### src/rtl/div_pkg.sv
// Shared types and constants for the iterative restoring divider.
// Magnitude/negation helper lives here so the top and any future users agree.
package div_pkg;

  localparam int DIV_WIDTH  = 32;
  localparam int ITER_CNT_W = 5;

  typedef enum logic [2:0] {
    IDLE = 3'd0,
    PREP = 3'd1,
    ITER = 3'd2,
    FIX  = 3'd3,
    DONE = 3'd4
  } div_state_e;

  localparam logic [DIV_WIDTH-1:0] DIV0_QUOTIENT = {DIV_WIDTH{1'b1}};

  // Two's-complement negate when neg is set; |0x80000000| stays 0x80000000 as an unsigned magnitude.
  function automatic logic [DIV_WIDTH-1:0] cond_neg(input logic [DIV_WIDTH-1:0] v,
                                                    input logic neg);
    logic [DIV_WIDTH-1:0] r;
    if (neg) begin
      r = ~v + {{(DIV_WIDTH-1){1'b0}}, 1'b1};
    end else begin
      r = v;
    end
    return r;
  endfunction

endpackage

### src/rtl/div_restore_step.sv
// One restoring-division step: shift the partial remainder left, trial-subtract
// the divisor magnitude from the upper half, keep the difference if it fits.
module div_restore_step
  import div_pkg::*;
#(
  parameter int WIDTH = DIV_WIDTH
) (
  input  logic [2*WIDTH-1:0] rem_i,
  input  logic [WIDTH-1:0]   div_i,
  output logic [2*WIDTH-1:0] rem_o,
  output logic               qbit_o
);

  logic [2*WIDTH:0] shifted_s;
  logic             ge_s;
  logic [WIDTH-1:0] diff_s;

  // The shifted upper half needs WIDTH+1 bits when the divisor exceeds 2^(WIDTH-1).
  always_comb begin
    shifted_s = {rem_i, 1'b0};
    ge_s      = (shifted_s[2*WIDTH:WIDTH] >= {1'b0, div_i});
    diff_s    = shifted_s[2*WIDTH-1:WIDTH] - div_i;
    if (ge_s) begin
      rem_o  = {diff_s, shifted_s[WIDTH-1:0]};
      qbit_o = 1'b1;
    end else begin
      rem_o  = shifted_s[2*WIDTH-1:0];
      qbit_o = 1'b0;
    end
  end

endmodule

### src/rtl/booth_radix2_divider.sv
// Iterative 32-bit signed/unsigned restoring divider with valid/ready handshakes.
// Optional DIV_FAST_PATH_EN skips iteration when y = 0 or |x| < |y|.
module booth_radix2_divider
  import div_pkg::*;
#(
  parameter int WIDTH = DIV_WIDTH
) (
  input  logic             div_clk,
  input  logic             resetn,
  input  logic             in_valid,
  output logic             in_ready,
  input  logic             div_signed,
  input  logic [WIDTH-1:0] x,
  input  logic [WIDTH-1:0] y,
  output logic             out_valid,
  input  logic             out_ready,
  output logic [WIDTH-1:0] quotient,
  output logic [WIDTH-1:0] remainder
);

  div_state_e            state_q, state_d;
  logic [WIDTH-1:0]      x_q, x_d;
  logic [WIDTH-1:0]      y_q, y_d;
  logic                  sx_q, sx_d;
  logic                  sy_q, sy_d;
  logic [WIDTH-1:0]      ay_q, ay_d;
  logic [2*WIDTH-1:0]    rem_q, rem_d;
  logic [WIDTH-1:0]      quo_q, quo_d;
  logic [ITER_CNT_W-1:0] cnt_q, cnt_d;
  logic                  in_ready_q, in_ready_d;
  logic                  out_valid_q, out_valid_d;
  logic [WIDTH-1:0]      quotient_q, quotient_d;
  logic [WIDTH-1:0]      remainder_q, remainder_d;

  logic [WIDTH-1:0]      ax_s;
  logic [WIDTH-1:0]      ay_s;
  logic [2*WIDTH-1:0]    step_rem_s;
  logic                  step_q_s;

  div_restore_step #(.WIDTH(WIDTH)) u_step (
    .rem_i  (rem_q),
    .div_i  (ay_q),
    .rem_o  (step_rem_s),
    .qbit_o (step_q_s)
  );

  // Next-state, datapath and registered-output decode.
  always_comb begin
    state_d     = state_q;
    x_d         = x_q;
    y_d         = y_q;
    sx_d        = sx_q;
    sy_d        = sy_q;
    ay_d        = ay_q;
    rem_d       = rem_q;
    quo_d       = quo_q;
    cnt_d       = cnt_q;
    quotient_d  = quotient_q;
    remainder_d = remainder_q;
    ax_s        = cond_neg(x_q, sx_q);
    ay_s        = cond_neg(y_q, sy_q);

    case (state_q)
      IDLE: begin
        if (in_valid && in_ready_q) begin
          state_d = PREP;
          x_d     = x;
          y_d     = y;
          sx_d    = x[WIDTH-1] & div_signed;
          sy_d    = y[WIDTH-1] & div_signed;
        end else begin
          state_d = IDLE;
        end
      end
      PREP: begin
        ay_d  = ay_s;
        rem_d = {{WIDTH{1'b0}}, ax_s};
        quo_d = {WIDTH{1'b0}};
        cnt_d = ITER_CNT_W'(WIDTH - 1);
`ifdef DIV_FAST_PATH_EN
        // Quotient is zero; preload the remainder half so FIX restores x's sign.
        if ((y_q == {WIDTH{1'b0}}) || (ax_s < ay_s)) begin
          state_d = FIX;
          rem_d   = {ax_s, {WIDTH{1'b0}}};
        end else begin
          state_d = ITER;
        end
`else
        state_d = ITER;
`endif
      end
      ITER: begin
        rem_d = step_rem_s;
        quo_d = {quo_q[WIDTH-2:0], step_q_s};
        cnt_d = cnt_q - {{(ITER_CNT_W-1){1'b0}}, 1'b1};
        if (cnt_q == {ITER_CNT_W{1'b0}}) begin
          state_d = FIX;
        end else begin
          state_d = ITER;
        end
      end
      FIX: begin
        if (y_q == {WIDTH{1'b0}}) begin
          quotient_d  = DIV0_QUOTIENT;
          remainder_d = x_q;
        end else begin
          quotient_d  = cond_neg(quo_q, sx_q ^ sy_q);
          remainder_d = cond_neg(rem_q[2*WIDTH-1:WIDTH], sx_q);
        end
        state_d = DONE;
      end
      DONE: begin
        if (out_ready) begin
          state_d = IDLE;
        end else begin
          state_d = DONE;
        end
      end
      default: begin
        state_d = IDLE;
      end
    endcase

    in_ready_d  = (state_d == IDLE);
    out_valid_d = (state_d == DONE);
  end

  // State and datapath registers with synchronous active-high reset.
  always_ff @(posedge div_clk) begin
    if (resetn) begin
      state_q     <= IDLE;
      x_q         <= {WIDTH{1'b0}};
      y_q         <= {WIDTH{1'b0}};
      sx_q        <= 1'b0;
      sy_q        <= 1'b0;
      ay_q        <= {WIDTH{1'b0}};
      rem_q       <= {(2*WIDTH){1'b0}};
      quo_q       <= {WIDTH{1'b0}};
      cnt_q       <= {ITER_CNT_W{1'b0}};
      in_ready_q  <= 1'b1;
      out_valid_q <= 1'b0;
      quotient_q  <= {WIDTH{1'b0}};
      remainder_q <= {WIDTH{1'b0}};
    end else begin
      state_q     <= state_d;
      x_q         <= x_d;
      y_q         <= y_d;
      sx_q        <= sx_d;
      sy_q        <= sy_d;
      ay_q        <= ay_d;
      rem_q       <= rem_d;
      quo_q       <= quo_d;
      cnt_q       <= cnt_d;
      in_ready_q  <= in_ready_d;
      out_valid_q <= out_valid_d;
      quotient_q  <= quotient_d;
      remainder_q <= remainder_d;
    end
  end

  assign in_ready  = in_ready_q;
  assign out_valid = out_valid_q;
  assign quotient  = quotient_q;
  assign remainder = remainder_q;

endmodule

### config.mk
export PLATFORM = sky130hd
export DESIGN_NAME = booth_radix2_divider
export DESIGN_NICKNAME = d
export VERILOG_FILES = /design/src/rtl/div_pkg.sv /design/src/rtl/div_restore_step.sv /design/src/rtl/booth_radix2_divider.sv
export SDC_FILE = /design/constraint.sdc
export NUM_CORES = 1
export LEC_CHECK = 0
export BUFFER_PORTS_ARGS = -buffer_cell sky130_fd_sc_hd__buf_2
export CORE_MARGIN = 8
export CORE_UTILIZATION = 60
export CTS_CLUSTER_DIAMETER = 200
export DETAILED_ROUTE_END_ITERATION = 10
export GPL_TIMING_DRIVEN = 0
export PLACE_DENSITY_LB_ADDON = 0.25
export RECOVER_POWER = 50
export SYNTH_ARGS = -nofsm -noshare
export SYNTH_HDL_FRONTEND = slang
export SYNTH_SLANG_ARGS = --single-unit
### constraint.sdc
create_clock -name div_clk -period 7.5 [get_ports div_clk]
set_input_delay 1.5 -clock div_clk [delete_from_list [all_inputs] [get_ports div_clk]]
set_output_delay 1.5 -clock div_clk [all_outputs]
set_load 0.1 [all_outputs]
-- Yosys cells after proc, flatten, opt, wreduce, memory -nomap -nowiden
Cells that the tools add are included.
- register bits: 268
- bits of input ports: 69
- word-level logic and storage cells: 54
- output and inout port bits: 66
- bitwise operators: 7
- reductions and logical operators: 7
- eq/ne operators: 5
- multiplexer cells: 15
- magnitude comparators: 1
- add/sub/neg operators: 6
- operator list (operator ; number):
    $mux 32 ; 6
    $add 32x1->32 const B ; 4
    $not 32->32 ; 4
    $pmux 64 s2 ; 1
    $mux 64 ; 1
    $pmux 32 s2 ; 1
    $ge 33x32->1 ; 1
    $logic_not 32->1 ; 1
    $sub 32x32->32 ; 1
    $pmux 3 s5 ; 1
    $pmux 5 s2 ; 1
    $eq 3x2->1 const B ; 2
    $eq 3x3->1 const B ; 2
    $logic_not 3->1 ; 2
    $logic_not 5->1 ; 1
    $sub 5x1->5 const B ; 1
    $eq 3x1->1 const B ; 1
    $mux 1 ; 3
    $mux 3 ; 1
    $and 1x1->1 ; 2
    $reduce_and 2->1 ; 1
    $reduce_bool 2->1 ; 1
    $logic_and 1x1->1 ; 1
    $xor 1x1->1 ; 1

-- Longest topological paths before layout
Gate-level depths: netlist of the first run.
- depth in word-level cells: 4
- gate-level depth with buffers: 13
- gate-level depth less buffers: 13

-- Cells and area by module
A second synthesis of the first run with hierarchy kept.
- cells, all modules: 1844
- area, all modules: 14831.7 µm²
- by module, submodules not included (module ; cells each ; times used ; seq. area each (µm²) ; area an instance (µm²)):
    booth_radix2_divider ; 1488 ; 1 ; 5365.1 ; 12256.8
    div_restore_step ; 356 ; 1 ; 0.0 ; 2575.0

-- Least setup slack after synthesis of the first run
OpenSTA, ideal clock, no wires.
- path kind: flip-flop to flip-flop
- start point: register rem_q[31]
- end point: register rem_q[60]
- stages on the path, launching flop included: 14
- period minus slack after synthesis: 2.972 ns
- setup time: 0.058 ns
- required time: 7.442 ns
- arrival time: 2.914 ns
- path slack: 4.528 ns
- path buffers: 0
- path through: dfxtp_1 -> inv_1 -> ha_1 -> inv_1 -> fa_1 -> a21o_1 -> a221oi_1 -> o21ai_0 -> a21oi_1 -> a31oi_1 -> a41oi_1 -> mux2_2 -> o22ai_1 -> a21o_1
- word-level cells in the longest chain between the ends: 3
- elaborated cells on any way between the ends: 4
- those cells by class: 1 x add/sub; 1 x order compare; 2 x mux
- RTL lines (element ; RTL line ; source):
    start, declared ; booth_radix2_divider.sv:27 ; logic [2*WIDTH-1:0] rem_q, rem_d;
    start signal, assigned ; booth_radix2_divider.sv:137 ; rem_q <= {(2*WIDTH){1'b0}};
    start signal, assigned ; booth_radix2_divider.sv:151 ; rem_q <= rem_d;
    $sub 32x32->32 or $ge 33x32->1 (tied branches) ; div_restore_step.sv:22, div_restore_step.sv:21 ;
    $mux 64 * ; div_restore_step.sv:23 ; if (ge_s) begin
    $pmux 64 s2 * ; booth_radix2_divider.sv:63 ; case (state_q)
Every way passes the cells marked *; elsewhere a longest branch is shown, timed or not.
A chain may end at the register's enable or synchronous reset.

-- Worst setup path in the final report of the first run
- start point: register rem_q[47]
- end point: register rem_q[63]
The elaborated chain is that of the path after synthesis.

==> metrics.md, run 1 <==
| Metric | Value |
|---|---|
| Status | `finished clean` |
| Dominant cell type by area after synthesis | `dfxtp_1` |
| Post-synth EDFFs | `0` |
| 1st-iter DRT viols | `1303` |
| IO Pins | `135` |
| Clk_skew | `0.0230 ns` |
| Synth warnings | `0` |
| Number of synthesized register bits | `268` |
| Largest vdd supply drop | `0.414 mV` |
| Worst rel slew slack | `0.207` |
| Slowest cell on the critical path | `dfxtp_1` |
| Share of the synthesized area in the top cell type | `0.383` |
| Synth area leaders | `dfxtp_1 (38%), nand2_1 (8.2%), a21oi_1 (6.3%)` |
| DRT Wirelength | `44.0 mm` |
| Top sig layer | `met4` |
| Routability cong. | `1.01` |
| Crit path max-delay family | `compound AO/OA/AOI/OAI gates` |
| CP required | `7.97 ns` |
| Worst-margin pin slew | `1.20 ns` |
| CTS tree | `built` |
| Deepest clock path buffer count | `3` |
| Ant. Diodes | `0` |
| Syn Area/Cell | `7.87 µm²` |
| Starting Density | `0.605` |
| Core area | `0.0232 mm²` |
| Die area | `0.0285 mm²` |
| Die width | `169 µm` |
| Maximum clock rate | `266 MHz` |
| DRC violations left | `0` |
| Drt wl/cell | `19.2 µm` |
| Met2 WL | `19.7 mm` |
| Port bufs | `134` |
| Tmin final | `3.76 ns` |
| DP HPWL | `33.4 mm` |
| Via Count | `13900` |
| Footprint of the multi-input gates | `0.00793 mm²` |
| First-pass DRT Iterations | `6` |
| M1 WL | `19.0 mm` |
| Critical Path Max Stage Delay | `0.55 ns` |
| Max Cap Violations | `0` |
| Gr ovfl total | `0` |
| Largest net degree at the start of global routing | `15` |
| Die Y | `169 µm` |
| # rows | `56` |
| Cells after Synth | `1781` |
| Unrepaired setup endpoints after global routing | `false` |
| Vias in the first global route | `13400` |
| Layout cells sized above 1 | `0.0702` |
| Final hold slack | `0.455 ns` |
| First-pass GRT wire length | `69.9 mm` |
| Startpoint Class | `flip-flop` |
| Register area | `0.00537 mm²` |
| Hold_buf cts | `0` |
| Crit Path Max Fanout | `10` |
| Async set-or-reset flop fraction in the synthesized netlist | `0` |
| Detail Route Antenna Nets | `0` |
| NumNets Final | `2052` |
| CTS root buf | `clkbuf_16` |
| Final setup violation count | `0` |
| Critical Path End Type | `flip-flop` |
| Seq/Total Area, Yosys | `0.383` |
| Worst-Skew Late Latency | `0.57 ns` |
| CTS Sinks | `268` |
| H-Tree Depth | `1` |
| Slew Viols, Final | `0` |
| Initial antenna violation count | `0` |
| Fill cells | `2091` |
| Vias per Instance | `6.07` |
| Pleak | `5.82 nW` |
| Synth-to-layout area growth | `13.4%` |
| CTS Buf Count | `28` |
| Critical path class | `reg2reg` |
| CP Cell Sequence | `ha_1, and3_1, a32o_1, a311oi_1, nand2_1, o21ai_0, o21a_1, clkbuf_1, a32oi_1, o21ai_0` |
| Synthesized cell area | `0.0140 mm²` |
| Clk slew on worst S/H paths | `0.07 ns` |
| # Post-CTS Setup Buffers | `0` |
| Syn nets | `1888` |
| Top-count cell post-synth | `nand2_1` |
| Arrival time worst endpoint | `4.24 ns` |
| Setup Total Neg Slack | `0 ns` |
| Final Core Density | `0.686` |
| Synth unique cells | `59` |
| Worst hold path type | `reg2reg` |
| Cts repair resizes | `0` |
| Final Cycle Share | `0.502` |
| Routed wl met3 | `3.68 mm` |
| Crit path top cell by count | `o21ai_0` |
| All-Layer GR Usage | `0.302` |
| Buffers & Inverters on Critical Path | `1` |
| Synth Flop Type | `dfxtp_1` |
| PwrDens | `493 mW/mm²` |
| Post-synth top cells | `nand2_1 (307), dfxtp_1 (268), a21oi_1 (177)` |
| Final Hold Viols | `0` |
==> cell families (layout without fill, tap and decap cells) <==
| logic type | after synthesis | count (layout) | share of synthesized area |
|---|---|---|---|
| and+or+nand+nor | 605 | 605 | 0.185 |
| AOI/OAI and AO/OA | 532 | 532 | 0.246 |
| DFF | 268 | 268 | 0.383 |
| buffers and inverters | 178 | 363 | 0.0506 |
| xor gates and xnor gates | 145 | 145 | 0.0906 |
| adders and majority gates | 38 | 38 | 0.0344 |
| muxes | 15 | 15 | 0.0108 |
==> registers in the layout, indices dropped and copies added, names as in the netlist <==
name	flops
state_q	3
quotient	32
sy_q	1
x_q	32
rem_q	64
remainder	32
y_q	32
quo_q	32
cnt_q	5
ay_q	32
out_valid	1
in_ready	1
sx_q	1
==> final timing paths <==
path	from	to	slack (ns)	cells after the start
worst min register to register	remainder[25]	remainder[25]	0.45	2
worst min-delay path	remainder[25]	remainder[25]	0.45	2
worst max-delay path	rem_q[47]	rem_q[63]	3.74	10
worst max register to register	rem_q[47]	rem_q[63]	3.74	10
==> layout make-up <==
| cell class | instances | share of cell area |
|---|---|---|
| plain buffers | 127 | 0.0307 |
| clock buffers | 38 | 0.0508 |
| clock inverters | 13 | 0.00810 |
| inverters | 51 | 0.0120 |
| multi-input cells | 1335 | 0.499 |
| flip-flops and latches | 268 | 0.337 |
| well taps | 319 | 0.0251 |
| repair buffers | 134 | 0.0371 |
==> metrics by stage <==
stage          std cells  setup slack [ns]  cell area, µm²  total power, mW
3_5_place_dp        2234              3.90           15100             6.34
6_report            2285              3.74           15900             7.85
2_1_floorplan       1781              4.53           14000             5.26
4_1_cts             2285              3.82           16000             7.77
5_1_grt             2285              3.55           15900             8.36
3_3_place_gp        2234              3.91           15100             6.29
==> per-layer routing <==
| layer | up-vias | global-route usage |
|---|---|---|
| met2 | 575 | 0.492 |
| met5 | - | 0 |
| met1 | 6534 | 0.393 |
| met3 | 121 | 0.0550 |
| met4 | 0 | 0.111 |
| li1 | 6647 | - |
==> placed cells by master (no fill, tap or decap), types with 10 or more instances in the layout <==
| master | instances |
|---|---|
| a21o_1 | 15 |
| nor4_1 | 15 |
| a31oi_1 | 12 |
| buf_2 | 73 |
| a22oi_1 | 60 |
| ha_1 | 37 |
| o21ai_0 | 89 |
| a311oi_1 | 30 |
| o211ai_1 | 21 |
| nor2_1 | 164 |
| nand2_1 | 307 |
| mux2i_1 | 14 |
| a21oi_1 | 177 |
| o41ai_1 | 12 |
| and3_1 | 10 |
| clkbuf_1 | 185 |
| a211oi_1 | 46 |
| clkbuf_16 | 28 |
| or3_1 | 12 |
| dfxtp_1 | 268 |
| inv_1 | 51 |
| xor2_1 | 76 |
| o31ai_1 | 23 |
| nand4_1 | 11 |
| xnor2_1 | 69 |
| nor3_1 | 26 |
| nand3_1 | 16 |
==> tightest hold or removal path, delay by kind of cell, from the launching register on <==
family / cells / cell delay [ns]
AND/OR/NAND/NOR: 1 / 0.05
flip-flops: 1 / 0.31
AO/OA/AOI/OAI: 1 / 0.05
==> power by group <==
group / total, mW / internal (mW) / switching [mW]
Clock: 1.41 / 0.821 / 0.589
Sequential: 1.95 / 1.64 / 0.310
Combinational: 4.48 / 1.61 / 2.87
Total: 7.85 / 4.08 / 3.77
No activity file was read; power rests on OpenSTA's default activity.
==> run 2: changes to the inputs <==
- CORE_UTILIZATION: 60 -> 54
- clock period: 7.5 -> 3.2 ns (I/O delays scaled with it)
==> run 2 against run 1 <==
  * Via count fell by 1.5%
  * Setup slack got worse by 3.7 ns
  * Sequential cell count did not move
  * Combinational power rose by 150%
  * Fmax rose by 21%
  * Power rose by 140%
  * Hold slack got worse by 0.14 ns
  * Utilization fell by 6.4 points
  * Clock power rose by 120%
  * Routed wire length fell by 0.56%
  * Count of clock-buffer cells in the layout rose by 6
==> metrics.md, run 2 (synthesis gave the netlist of run 1 again) <==
| Metric | Value |
|---|---|
| Worst-Skew Late Latency | `0.56 ns` |
| Pleak | `5.83 nW` |
| Final Non-Filler Cells | `2297` |
| Most frequent cells in the layout | `nand2_1 (305), dfxtp_1 (264), clkbuf_1 (181), a21oi_1 (176), nor2_1 (164)` |
| Die width | `177 µm` |
| 1st-iter DRT viols | `1522` |
| Critical Path Max Stage Delay | `0.50 ns` |
| HP Start | `x[3]` |
| Hold_buf cts | `0` |
| NumNets Final | `2048` |
| Max Cap Violations | `0` |
| Port bufs | `134` |
| Die area | `0.0314 mm²` |
| CTS Buf Count | `28` |
| Switch Pwr | `9.04 mW` |
| DRT Wirelength | `43.7 mm` |
| Worst reg-to-reg setup slack | `0.09 ns` |
| Startpoint Class | `flip-flop` |
| Largest vdd supply drop | `0.860 mV` |
| Worst setup path startpoint | `rem_q[36]` |
| Tmin final | `3.11 ns` |
| Detail Route Antenna Nets | `0` |
| DP HPWL | `33.2 mm` |
| Vias per Instance | `5.95` |
| Most common cell after layout, fill and taps aside | `nand2_1` |
| CTS Sinks | `268` |
| Setup Total Neg Slack | `0 ns` |
| Reg power frac | `0.243` |
| First-pass DRT Iterations | `5` |
| PwrDens | `1180 mW/mm²` |
| Routability cong. | `0.957` |
| Max reg flops | `64` |
| Unrepaired setup endpoints after global routing | `true` |
| Layout cells sized above 1 | `0.0795` |
| Largest net degree at the start of global routing | `15` |
| Final Cycle Share | `0.973` |
| Critical Path End Type | `flip-flop` |
| Biggest register | `rem_q` |
| Clk_skew | `0.0280 ns` |
| Crit Path Max Fanout | `10` |
| Clock Power Share | `0.168` |
| DP Cell Count | `2250` |
| IO Pins | `135` |
| Internal power | `9.85 mW` |
| Fill cells | `2368` |
| Comb power frac | `0.589` |
| CP Cell Sequence | `ha_1, and3_1, and4_1, a31oi_1, o21ai_0, a211oi_2, o21a_2, clkbuf_2, a32oi_1, o21ai_0` |
| Starting Density | `0.544` |
| Critical path class | `reg2reg` |
| Ant. Diodes | `0` |
| Arrival time worst endpoint | `3.57 ns` |
| Initial antenna violation count | `0` |
| Final setup violation count | `0` |
| H-Tree Depth | `1` |
| Die Y | `177 µm` |
| First-pass GRT wire length | `68.8 mm` |
| Status | `finished clean` |
| Synth-to-layout area growth | `14.3%` |
| Slew Viols, Final | `0` |
| Core area | `0.0258 mm²` |
| CTS root buf | `clkbuf_16` |
| Worst-margin pin slew | `1.20 ns` |
| Vias in the first global route | `13000` |
| Pre-CTS setup slack | `-0.440 ns` |
| Gr ovfl total | `0` |
| Slowest cell on the critical path | `dfxtp_1` |
| Final hold slack | `0.316 ns` |
| Drt wl/cell | `19.0 µm` |
| DRC violations left | `0` |
| All-Layer GR Usage | `0.271` |
| Sw Ratio | `0.478` |
| Deepest clock path buffer count | `3` |
| Crit path top cell by count | `o21ai_0` |
| # rows | `59` |
| Maximum clock rate | `321 MHz` |
| Worst hold path type | `in2reg` |
| CP required | `3.66 ns` |
| Setup ws final | `0.0855 ns` |
| Final Hold Viols | `0` |
| CTS tree | `built` |
| Worst rel slew slack | `0.206` |
| Clk slew on worst S/H paths | `0.06 ns` |
| Reg-to-reg startpoint | `rem_q[36]` |
| Via Count | `13700` |
==> run 2: cell count changes in the layout (fill, tap and decap cells not counted), moves of 3 or more <==
cell | previous run | this run
o21ai_0 | 89 | 86
buf_2 | 73 | 69
clkinv_2 | 9 | 5
clkbuf_1 | 185 | 181
buf_6 | 1 | 6
dfxtp_2 | 0 | 4
dfxtp_1 | 268 | 264
==> run 2: layout make-up <==
| class | count | area [µm²] | area share |
|---|---|---|---|
| tap | 335 | 419 | 0.0262 |
| timing repair buffer | 135 | 594 | 0.0371 |
| inverter | 51 | 191 | 0.0119 |
| multi-input combinational | 1335 | 8040 | 0.502 |
| sequential | 268 | 5370 | 0.335 |
| clock inverter | 7 | 50.0 | 0.00312 |
| clock buffer | 44 | 851 | 0.0531 |
| buffer | 122 | 510 | 0.0319 |
==> run 2: repair_timing <==
item	4_1_cts	5_1_grt
buffers inserted	1	0
pin swaps	1	2
endpoints found under the setup margin	27	29
resized for setup	13	18
==> run 2: metal layers <==
layer  vias up  share of wire  global-route usage
met3        97          0.096              0.0489
li1       6622              -                   -
met5         -              0                   0
met4         0          0.035              0.0960
met2       622           0.44               0.432
met1      6334           0.43               0.360
==> run 2: through the flow <==
stage                      util  area (µm²)  power, mW
after floorplan               -       14000       12.3
after global placement    0.587       15100       14.7
after detailed placement  0.587       15100       14.9
after CTS                 0.624       16100       18.4
after global routing      0.622       16000       20.1
final                     0.622       16000       18.9
==> run 2: path summary, 6_finish.rpt <==
| path | end | cells after the start |
|---|---|---|
| max | rem_q[61] | 10 |
| min | x_q[3] | 3 |
| max reg2reg | rem_q[61] | 10 |
| min reg2reg | ay_q[26] | 2 |
==> run 2: power by group through the flow <==
stage	Combinational, mW	Clock (mW)	Sequential [mW]
after detailed placement	10.3	0	4.61
after global placement	10.2	0	4.59
after global routing	12.2	3.34	4.63
after CTS	10.7	3.21	4.55
final	11.1	3.17	4.59
after floorplan	7.63	0	4.70
==> run 2: worst max-delay path: cells and delay by family (launching register included) <==
kind | cells | cell delay, ns
AO/OA/AOI/OAI | 6 | 1.40
flip-flops | 1 | 0.50
adder cells (fa/ha/maj) | 1 | 0.37
AND/OR/NAND/NOR | 2 | 0.47
buffers and inverters | 1 | 0.28
